===== config.mk =====
export PLATFORM = sky130hd
export DESIGN_NAME = pipe_hazard_ctrl
export DESIGN_NICKNAME = d
export VERILOG_FILES = /design/src/rtl/pipe_hazard_ctrl.sv
export SDC_FILE = /design/constraint.sdc
export NUM_CORES = 1
export LEC_CHECK = 0
export CAP_MARGIN = 20
export CORE_ASPECT_RATIO = 1.25
export CORE_MARGIN = 5
export CORE_UTILIZATION = 35
export CTS_CLUSTER_SIZE = 40
export DETAILED_ROUTE_END_ITERATION = 10
export PLACE_DENSITY = 0.67
export SYNTH_ARGS = -nofsm -noshare
export SYNTH_HDL_FRONTEND = slang
export SYNTH_SLANG_ARGS = --single-unit

===== constraint.sdc =====
create_clock -name clk -period 2.4 [get_ports clk]
set_input_delay 0.48 -clock clk [delete_from_list [all_inputs] [get_ports clk]]
set_output_delay 0.48 -clock clk [all_outputs]
set_load 0.01 [all_outputs]

===== src/rtl/pipe_hazard_ctrl.sv =====
// Hazard/stall controller for the IF/ID and ID/EX pipeline registers: load-use stalls,
// branch-mispredict squash and an optional mult/div interlock (enable with MULDIV_INTERLOCK_EN).
module pipe_hazard_ctrl #(
    parameter int unsigned MULDIV_CYCLES = 32,
    parameter int unsigned CNT_W         = 6
) (
    input  logic        clk,
    input  logic        rst,
    input  logic [4:0]  id_rs,
    input  logic [4:0]  id_rt,
    input  logic        id_uses_rs,
    input  logic        id_uses_rt,
    input  logic        id_muldiv,
    input  logic        id_hilo_read,
    input  logic        ex_mem_read,
    input  logic [4:0]  ex_write_reg,
    input  logic        ex_mispredict,
    output logic        pc_write,
    output logic        ifid_write,
    output logic        ifid_flush,
    output logic        idex_flush,
    output logic        muldiv_busy,
    output logic [15:0] stall_cycles
);

    logic        load_use;
    logic        hilo_stall;
    logic [15:0] stall_cycles_q, stall_cycles_d;

    // r0 is hardwired to zero, so a load targeting it can never create a dependency.
    assign load_use = ex_mem_read & (ex_write_reg != 5'd0) &
                      ((id_uses_rs & (id_rs == ex_write_reg)) |
                       (id_uses_rt & (id_rt == ex_write_reg)));

`ifdef MULDIV_INTERLOCK_EN
    typedef enum logic [0:0] {StRun, StBusy} state_e;

    state_e           state_q, state_d;
    logic [CNT_W-1:0] cnt_q, cnt_d;
    logic             muldiv_issue;

    assign hilo_stall   = (state_q == StBusy) & (id_muldiv | id_hilo_read);
    assign muldiv_busy  = (state_q == StBusy);
    assign muldiv_issue = id_muldiv & (state_q == StRun) & ~load_use & ~ex_mispredict & ~rst;

    // A mispredict never leaves BUSY: the mult/div in flight is older than the branch.
    always_comb begin
        state_d = state_q;
        cnt_d   = cnt_q;
        if (rst) begin
            state_d = StRun;
            cnt_d   = '0;
        end else begin
            unique case (state_q)
                StRun: begin
                    if (muldiv_issue) begin
                        state_d = StBusy;
                        cnt_d   = CNT_W'(MULDIV_CYCLES - 1);
                    end
                end
                StBusy: begin
                    if (cnt_q == '0) begin
                        state_d = StRun;
                    end else begin
                        cnt_d = cnt_q - CNT_W'(1);
                    end
                end
                default: begin
                    state_d = StRun;
                    cnt_d   = '0;
                end
            endcase
        end
    end

    always_ff @(posedge clk) begin
        state_q <= state_d;
        cnt_q   <= cnt_d;
    end
`else
    logic             unused_muldiv_in;
    logic [CNT_W-1:0] unused_cnt_init;

    assign unused_muldiv_in = id_muldiv ^ id_hilo_read;
    assign unused_cnt_init  = CNT_W'(MULDIV_CYCLES - 1);
    assign hilo_stall       = 1'b0;
    assign muldiv_busy      = 1'b0;
`endif

    always_comb begin
        pc_write   = 1'b1;
        ifid_write = 1'b1;
        ifid_flush = 1'b0;
        idex_flush = 1'b0;
        if (rst) begin
            pc_write   = 1'b0;
            ifid_write = 1'b0;
            ifid_flush = 1'b1;
            idex_flush = 1'b1;
        end else if (ex_mispredict) begin
            ifid_flush = 1'b1;
            idex_flush = 1'b1;
        end else if (load_use | hilo_stall) begin
            pc_write   = 1'b0;
            ifid_write = 1'b0;
            idex_flush = 1'b1;
        end
    end

    always_comb begin
        stall_cycles_d = stall_cycles_q;
        if (rst) begin
            stall_cycles_d = '0;
        end else if (!pc_write && (stall_cycles_q != 16'hFFFF)) begin
            stall_cycles_d = stall_cycles_q + 16'd1;
        end
    end

    always_ff @(posedge clk) begin
        stall_cycles_q <= stall_cycles_d;
    end

    assign stall_cycles = stall_cycles_q;

endmodule


After elaboration in Yosys (flattened, before gate mapping):

Index checks and enable logic that the tools add are counted.

* bits in registers: 16
* input port bits: 23
* output and inout bits: 21
* logic and storage cells: 21

* add/sub/neg operators: 1
* eq/ne operators: 3
* muxes and demuxes: 8
* bitwise gates (word level): 5
* reductions and logical operators: 3

Operators by type and width (number)
* adder 16 x 1 -> 16 bit, second input constant: 1
* inequality test 16 bit, second input constant: 1
* == test 5 bit: 2
* two-way mux 1 bit: 8
* nonzero test 5 bit: 1
* AND 1 bit: 4
* logical AND 1 bit: 1
* logical NOT 1 bit: 1
* OR 1 bit: 1

Longest topological paths before layout:

Gate-level depths: netlist of run 1.

* depth in word-level cells: 9
* gate-level depth with buffers: 8
* mapped depth without buffers: 6

Least setup slack after synthesis of run 1:

Ideal clock, no wire load.

* kind: in2out
* start: input port id_rs[3]
* end: output port pc_write
* arrival time: 2.003 ns
* data required time: 1.920 ns
* slack: -0.083 ns
* stages on the path: 8
* cells stage by stage: xor2_1 > nor4_1 > a32oi_1 > buf_2 > buf_2 > nor2_1 > nor2_1 > buf_4

* longest elaborated chain between the ends: 7

RTL lines
* from (decl): RTL line 9 `input logic [4:0] id_rs,`
* == test 5 bit: RTL line 32 `((id_uses_rs & (id_rs == ex_write_reg)) |`
* AND 1 bit: RTL line 32
* OR 1 bit: RTL line 32
* AND 1 bit: RTL line 31 `assign load_use = ex_mem_read & (ex_write_reg != 5'd0) &`
* two-way mux 1 bit (3 in a row)
* to (decl): RTL line 18 `output logic pc_write,`

Every way passes these cells.

Final worst setup path of run 1:

* start: input port ex_write_reg[3]
* end: output port ifid_write

* longest elaborated chain between the ends: 7
* elaborated cells between the ends (all ways): 11

RTL lines
* from (decl): RTL line 16 `input logic [4:0] ex_write_reg,`
* == test 5 bit, on equally long branches: RTL line 32, 33
* AND 1 bit, on equally long branches: RTL line 32, 33
* OR 1 bit: RTL line 32
* AND 1 bit *: RTL line 31
* two-way mux 1 bit *: RTL line 103 `end else if (load_use | hilo_stall) begin`
* two-way mux 1 bit *: RTL line 100 `end else if (ex_mispredict) begin`
* two-way mux 1 bit *: RTL line 95 `if (rst) begin`
* to (decl): RTL line 19 `output logic ifid_write,`

Every way passes the cells marked *; elsewhere a longest branch is shown, timed or not.

==> results_dict.tcl, run 1 <==
set metrics [dict create \
    max-slew-margin-rel 0.650 \
    antenna_found_initial 0 \
    synth_xor_xnor_area_share 0.0808 \
    io_pins 44 \
    worstMarginPinSlew_ps 524 \
    cts_tree "done" \
    synth-adder-area-share 0.0115 \
    cts-root-buf "clkbuf_4" \
    worstSetupEndpointType "primary output" \
    fmax_mhz 429 \
    synth_top_area_frac 0.296 \
    netlist_area_sq_mm 0.00108 \
    postSynthAreaPerCell_sq_um 8.33 \
    status "finished, final reports clean" \
    grt_pass1_vias 1252 \
    largest_reg_flops 16 \
    cts_buffers 3 \
    vdd.ir_drop.worst_mv 0.254 \
    yosys_warnings 0 \
    holdWs_ps 510 \
    syn-instance-count 130 \
    rsz0062_at_grt "false" \
    period_needed_ps 2330 \
    dp.cells 221 \
    synth_top_family_by_area "simple AND/OR/NAND/NOR gates" \
    place_congestion 0.811 \
    area_delta_synth_final_pct 59.9 \
    viasPerCell 5.63 \
    drive_gt1_frac 0.216 \
    grtUsageTotal 0.167 \
    synth-compound-area-share 0.180 \
    synthDistinctLibCells 39 \
    crit_arrival_ps 1850 \
    grt_start_max_net_pins 27 \
    drv_cap 0 \
    placement_rows 22 \
    slew_violations 0 \
    ctsHoldBuffers 0 \
    dp_hpwl_um 2730 \
    ant_nets 0 \
    final-setup-viol-count 0 \
    clkLatencyLatePin_ps 300 \
    num_vias 1273 \
    hold_viol 0 \
    die_h_um 72.2 \
    synth-seq-cells 16 \
    layout.nets 215 \
    syn-num-nets 154 \
    n_antenna_cell 0 \
    grt_overflow_total 0 \
    synth_edf_count 0 \
    fin_crit_sh 0.972 \
    crit_fanout 3 \
    yosys.area_share.simple 0.337 \
    final_cell_mix "clkdlybuf4s50_1, buf_4, dfxtp_1" \
    synth_mux_area_frac 0.0508 \
    p_total_mw 0.570 \
    drt_iter0_markers 36 \
    required_ps 1920 \
    cts_sinks 16 \
    power_density_mw_per_mm2 329 \
    first_pass_iters 4 \
    die-area_sq_mm 0.00432 \
    cts_htree_levels 1 \
    critical_path_class "input pin to primary output" \
    clockBufferDepth 2 \
    synth_top_area_cell "dfxtp_1" \
    seq_area_frac_synth 0.296 \
    grt_pass1_wl_um 5630 \
    clk_transition_reported_paths_ps 100 \
    start_util 0.364 \
    finClkSkew_ps 0.957 \
    hold_class "flop to flop" \
    fin_cells 226 \
    layout_commonest_cell "clkdlybuf4s50_1" \
    synth.area.top_cells "dfxtp_1, or4_1, xor2_1" \
    drc 0 \
    dieWidth_um 59.8 \
    synthArstFlopShare 0 \
    synth-main-ff-cell "dfxtp_1" \
    cp-start-kind "input pin" \
    wl_um 3440 \
    portBuffers 40 \
    power.leakage_nw 0.667 \
    wl_per_cell_um 15.2 \
    core_sq_mm 0.00297 \
]
## layer usage
layer / up-vias / wire length [um] / track usage
li1: 614 / - / -
met1: 609 / 1270 / 0.189
met2: 43 / 1870 / 0.296
met3: 7 / 228 / 0.0338
met4: 0 / 72 / 0.0665
met5: - / 0 / 0
## metrics by stage
step                      setup TNS (ps)   util  cell area (sq um)  setup slack (ps)
after floorplan                        0      -               1090              27.8
after global placement             -5190  0.559               1660              -550
after detailed placement           -6810  0.559               1660              -606
after CTS                              0  0.572               1700              10.6
after global routing                   0  0.583               1730              3.34
final                                  0  0.583               1730              68.0
## worst paths after layout
kind,startpoint,end,slack (ps),cells after the start
worst min-delay path,stall_cycles[6],stall_cycles[6],510,2
worst max register to register,stall_cycles[1],stall_cycles[12],230,7
worst max-delay path,ex_write_reg[3],ifid_write,70,7
worst min register to register,stall_cycles[6],stall_cycles[6],510,2
## synthesized netlist by cell type (3+ instances only)
master	instances
dfxtp_1	16
nand2_1	10
or4_1	10
nor2_1	9
o31ai_1	9
xor2_1	8
nand3_1	7
a21oi_1	6
mux2_1	4
nor2b_1	4
nor4_1	4
inv_1	3
nand4_1	3
o211ai_1	3
or3_1	3
## cell families after synthesis
logic type | Yosys count
AOI/OAI and AO/OA | 27
xor gates and xnor gates | 10
adders and majority gates | 1
buffers and inverters | 9
DFF | 16
muxes | 5
other | 1
and+or+nand+nor | 61
## repair_timing
action	CTS	global route
gates resized for setup	20	12
gates cloned	0	0
buffers inserted	1	0
endpoints found under the setup margin	14	7
pin swaps	8	5
## power breakdown
part           switching [mW]  internal (mW)
Combinational          0.0518         0.0602
Clock                  0.0996         0.0927
Sequential           0.000107          0.266
Total                   0.152          0.418
## layout make-up
| type | instances | area (sq um) |
|---|---|---|
| Tap cell | 36 | 45.0 |
| Inverter | 3 | 11.3 |
| Fill cell | 294 | 1240 |
| Timing Repair Buffer | 62 | 559 |
| Multi-Input combinational cell | 105 | 761 |
| Clock buffer | 4 | 36.3 |
| Sequential cell | 16 | 320 |
## critical path, stage by stage
cell           delay, ps
dlygate4sd2_1        270
or4_4                490
o21a_1               220
nand2_2               70
nor2_1                40
nor2_1               120
buf_2                150
No activity file was read; power rests on OpenSTA's default activity.
==> inputs of run 2 (changes only) <==
- clock period: 2.4 -> 2.99 ns (I/O delays scaled with it)
==> run 2 against run 1 <==
Against the previous run: first-iteration DRC count fell by 19%; critical path type unchanged; sequential cell count stayed put; total power down 23%; critical endpoint is now idex_flush; clock skew increased by 5.3 ps; worst setup slack better by 75 ps; utilization shrank 4.5 points; count of clock-buffer cells in the layout is the same.
==> results_dict.tcl, run 2 (same netlist as run 1, synthesis figures left out) <==
set metrics [dict create \
    power.leakage_nw 0.538 \
    place_area_sq_mm 0.00157 \
    post-route-util 0.538 \
    status "finished, final reports clean" \
    cts_sinks 16 \
    crit_fanout 3 \
    fmax_mhz 351 \
    final_cell_mix "clkdlybuf4s50_1, dfxtp_1, or4_1, nand2_1, buf_4" \
    seq_area_sq_um 320 \
    critical_path_class "input pin to primary output" \
    hold_viol 0 \
    place_congestion 0.772 \
    cts-root-buf "clkbuf_4" \
    largest_reg_flops 16 \
    fin_cells 214 \
    drt_iter0_markers 29 \
    fin_ws_ps 143 \
    layout.nets 203 \
    drv_cap 0 \
    holdWs_ps 503 \
    worstMarginPinSlew_ps 534 \
    p_total_mw 0.440 \
    grt_overflow_total 0 \
    ctsHoldBuffers 0 \
    grt_start_max_net_pins 27 \
    dieWidth_um 59.8 \
    n_antenna_cell 0 \
    ant_nets 0 \
    cts_htree_levels 1 \
    path_cells "clkdlybuf4s50_1 > buf_4 > xor2_1 > nor4_1 > a32oi_1 > o21bai_1 > dlygate4sd2_1" \
    area_delta_synth_final_pct 47.6 \
    post-cts-setup-buffers 0 \
    portBuffers 40 \
    clkLatencyLatePin_ps 290 \
    dp.cells 210 \
    antenna_found_initial 0 \
    wl_per_cell_um 14.3 \
    placement_rows 22 \
    die_h_um 72.2 \
    hold_class "flop to flop" \
    finish.instance_area_sq_mm 0.00160 \
    reg2reg_to "stall_cycles[14]" \
    reg2regPathDepth 6 \
    io_pins 44 \
    worstSetupEndpointType "primary output" \
    final-setup-viol-count 0 \
    fin_crit_sh 0.952 \
    whs_endpoint "stall_cycles[13]" \
    multi_input_area_sq_um 722 \
    regToRegSetupSlack_ps 610 \
    dp_slack_ps -295 \
    required_ps 2390 \
    cp_slowest_cell "clkdlybuf4s50_1" \
    cp_slowest_stage_delay_ps 420 \
    die-area_sq_mm 0.00432 \
    num_vias 1176 \
    rsz0062_at_grt "false" \
    fill_cells 293 \
    cp_num_buf_inv 3 \
    worst_hold_path.num_cells 2 \
    first_pass_iters 4 \
    crit_family "buffers and inverters" \
    grt_pass1_wl_um 5020 \
    power_density_mw_per_mm2 275 \
    cp-start-kind "input pin" \
    clockBufferDepth 2 \
    clk_transition_reported_paths_ps 100 \
    slew_violations 0 \
    wl_um 3070 \
    viasPerCell 5.50 \
    grt_pass1_vias 1128 \
    finClkSkew_ps 6.30 \
    core_sq_mm 0.00297 \
    cts_tree "done" \
    period_needed_ps 2850 \
    start_util 0.364 \
    min_from "stall_cycles[13]" \
    layout_commonest_cell "clkdlybuf4s50_1" \
    crit_arrival_ps 2250 \
    max-slew-margin-rel 0.644 \
    cts_buffers 3 \
    grtUsageTotal 0.146 \
    setup_tns_ps 0 \
    vdd.ir_drop.worst_mv 0.382 \
    rr_startpoint "stall_cycles[1]" \
    dp_hpwl_um 2420 \
    drc 0 \
    drive_gt1_frac 0.118 \
]
## run 2: cell count changes in the layout (fill, tap and decap cells not counted), moves of 2 or more
cell,change
xor2_2,-2
dlygate4sd2_1,-3
buf_4,-11
nor4_1,+2
buf_2,-3
nor4_2,-2
dlymetal6s2s_1,-6
clkdlybuf4s50_1,+11
xor2_1,+2
## run 2: where the power goes
| part | internal [mW] | total, mW | switching (mW) |
|---|---|---|---|
| registers | 0.213 | 0.213 | 0.000275 |
| logic | 0.0453 | 0.0798 | 0.0345 |
| clock network | 0.0741 | 0.147 | 0.0731 |
## run 2: worst max path at each step
stage	to	slack, ps	cells after the start	startpoint
4_1_cts	ifid_write	-9	7	ex_write_reg[1]
5_1_grt	idex_flush	3	7	ex_write_reg[4]
3_3_place_gp	ifid_write	-250	7	ex_write_reg[1]
3_5_place_dp	ifid_write	-290	7	ex_write_reg[1]
6_report	idex_flush	140	7	ex_write_reg[3]
2_1_floorplan	pc_write	270	8	id_rs[3]
## run 2: tightest hold or removal path, delay by kind of cell, from the launching register on
| kind | cells | cell delay, ps |
|---|---|---|
| flip-flops | 1 | 340 |
| AO/OA/AOI/OAI | 2 | 120 |
## run 2: final cells by class
class	instances	share of cell area
Clock buffer	4	0.0227
Inverter	3	0.00704
Multi-Input combinational cell	105	0.451
Sequential cell	16	0.200
Tap cell	36	0.0282
Timing Repair Buffer	50	0.290
## run 2: what timing repair did
action                     in CTS  in global routing
gates resized for setup         3                  5
hold endpoints to repair        0                  0
setup endpoints to repair       3                  2
## run 2: routing by layer
metal  track usage  up-vias  routed length (um)
met5             0        -                   0
met4        0.0222        0                  22
met3        0.0267        2                 116
met2         0.257       22                1630
met1         0.184      559                1300
li1              -      593                   -
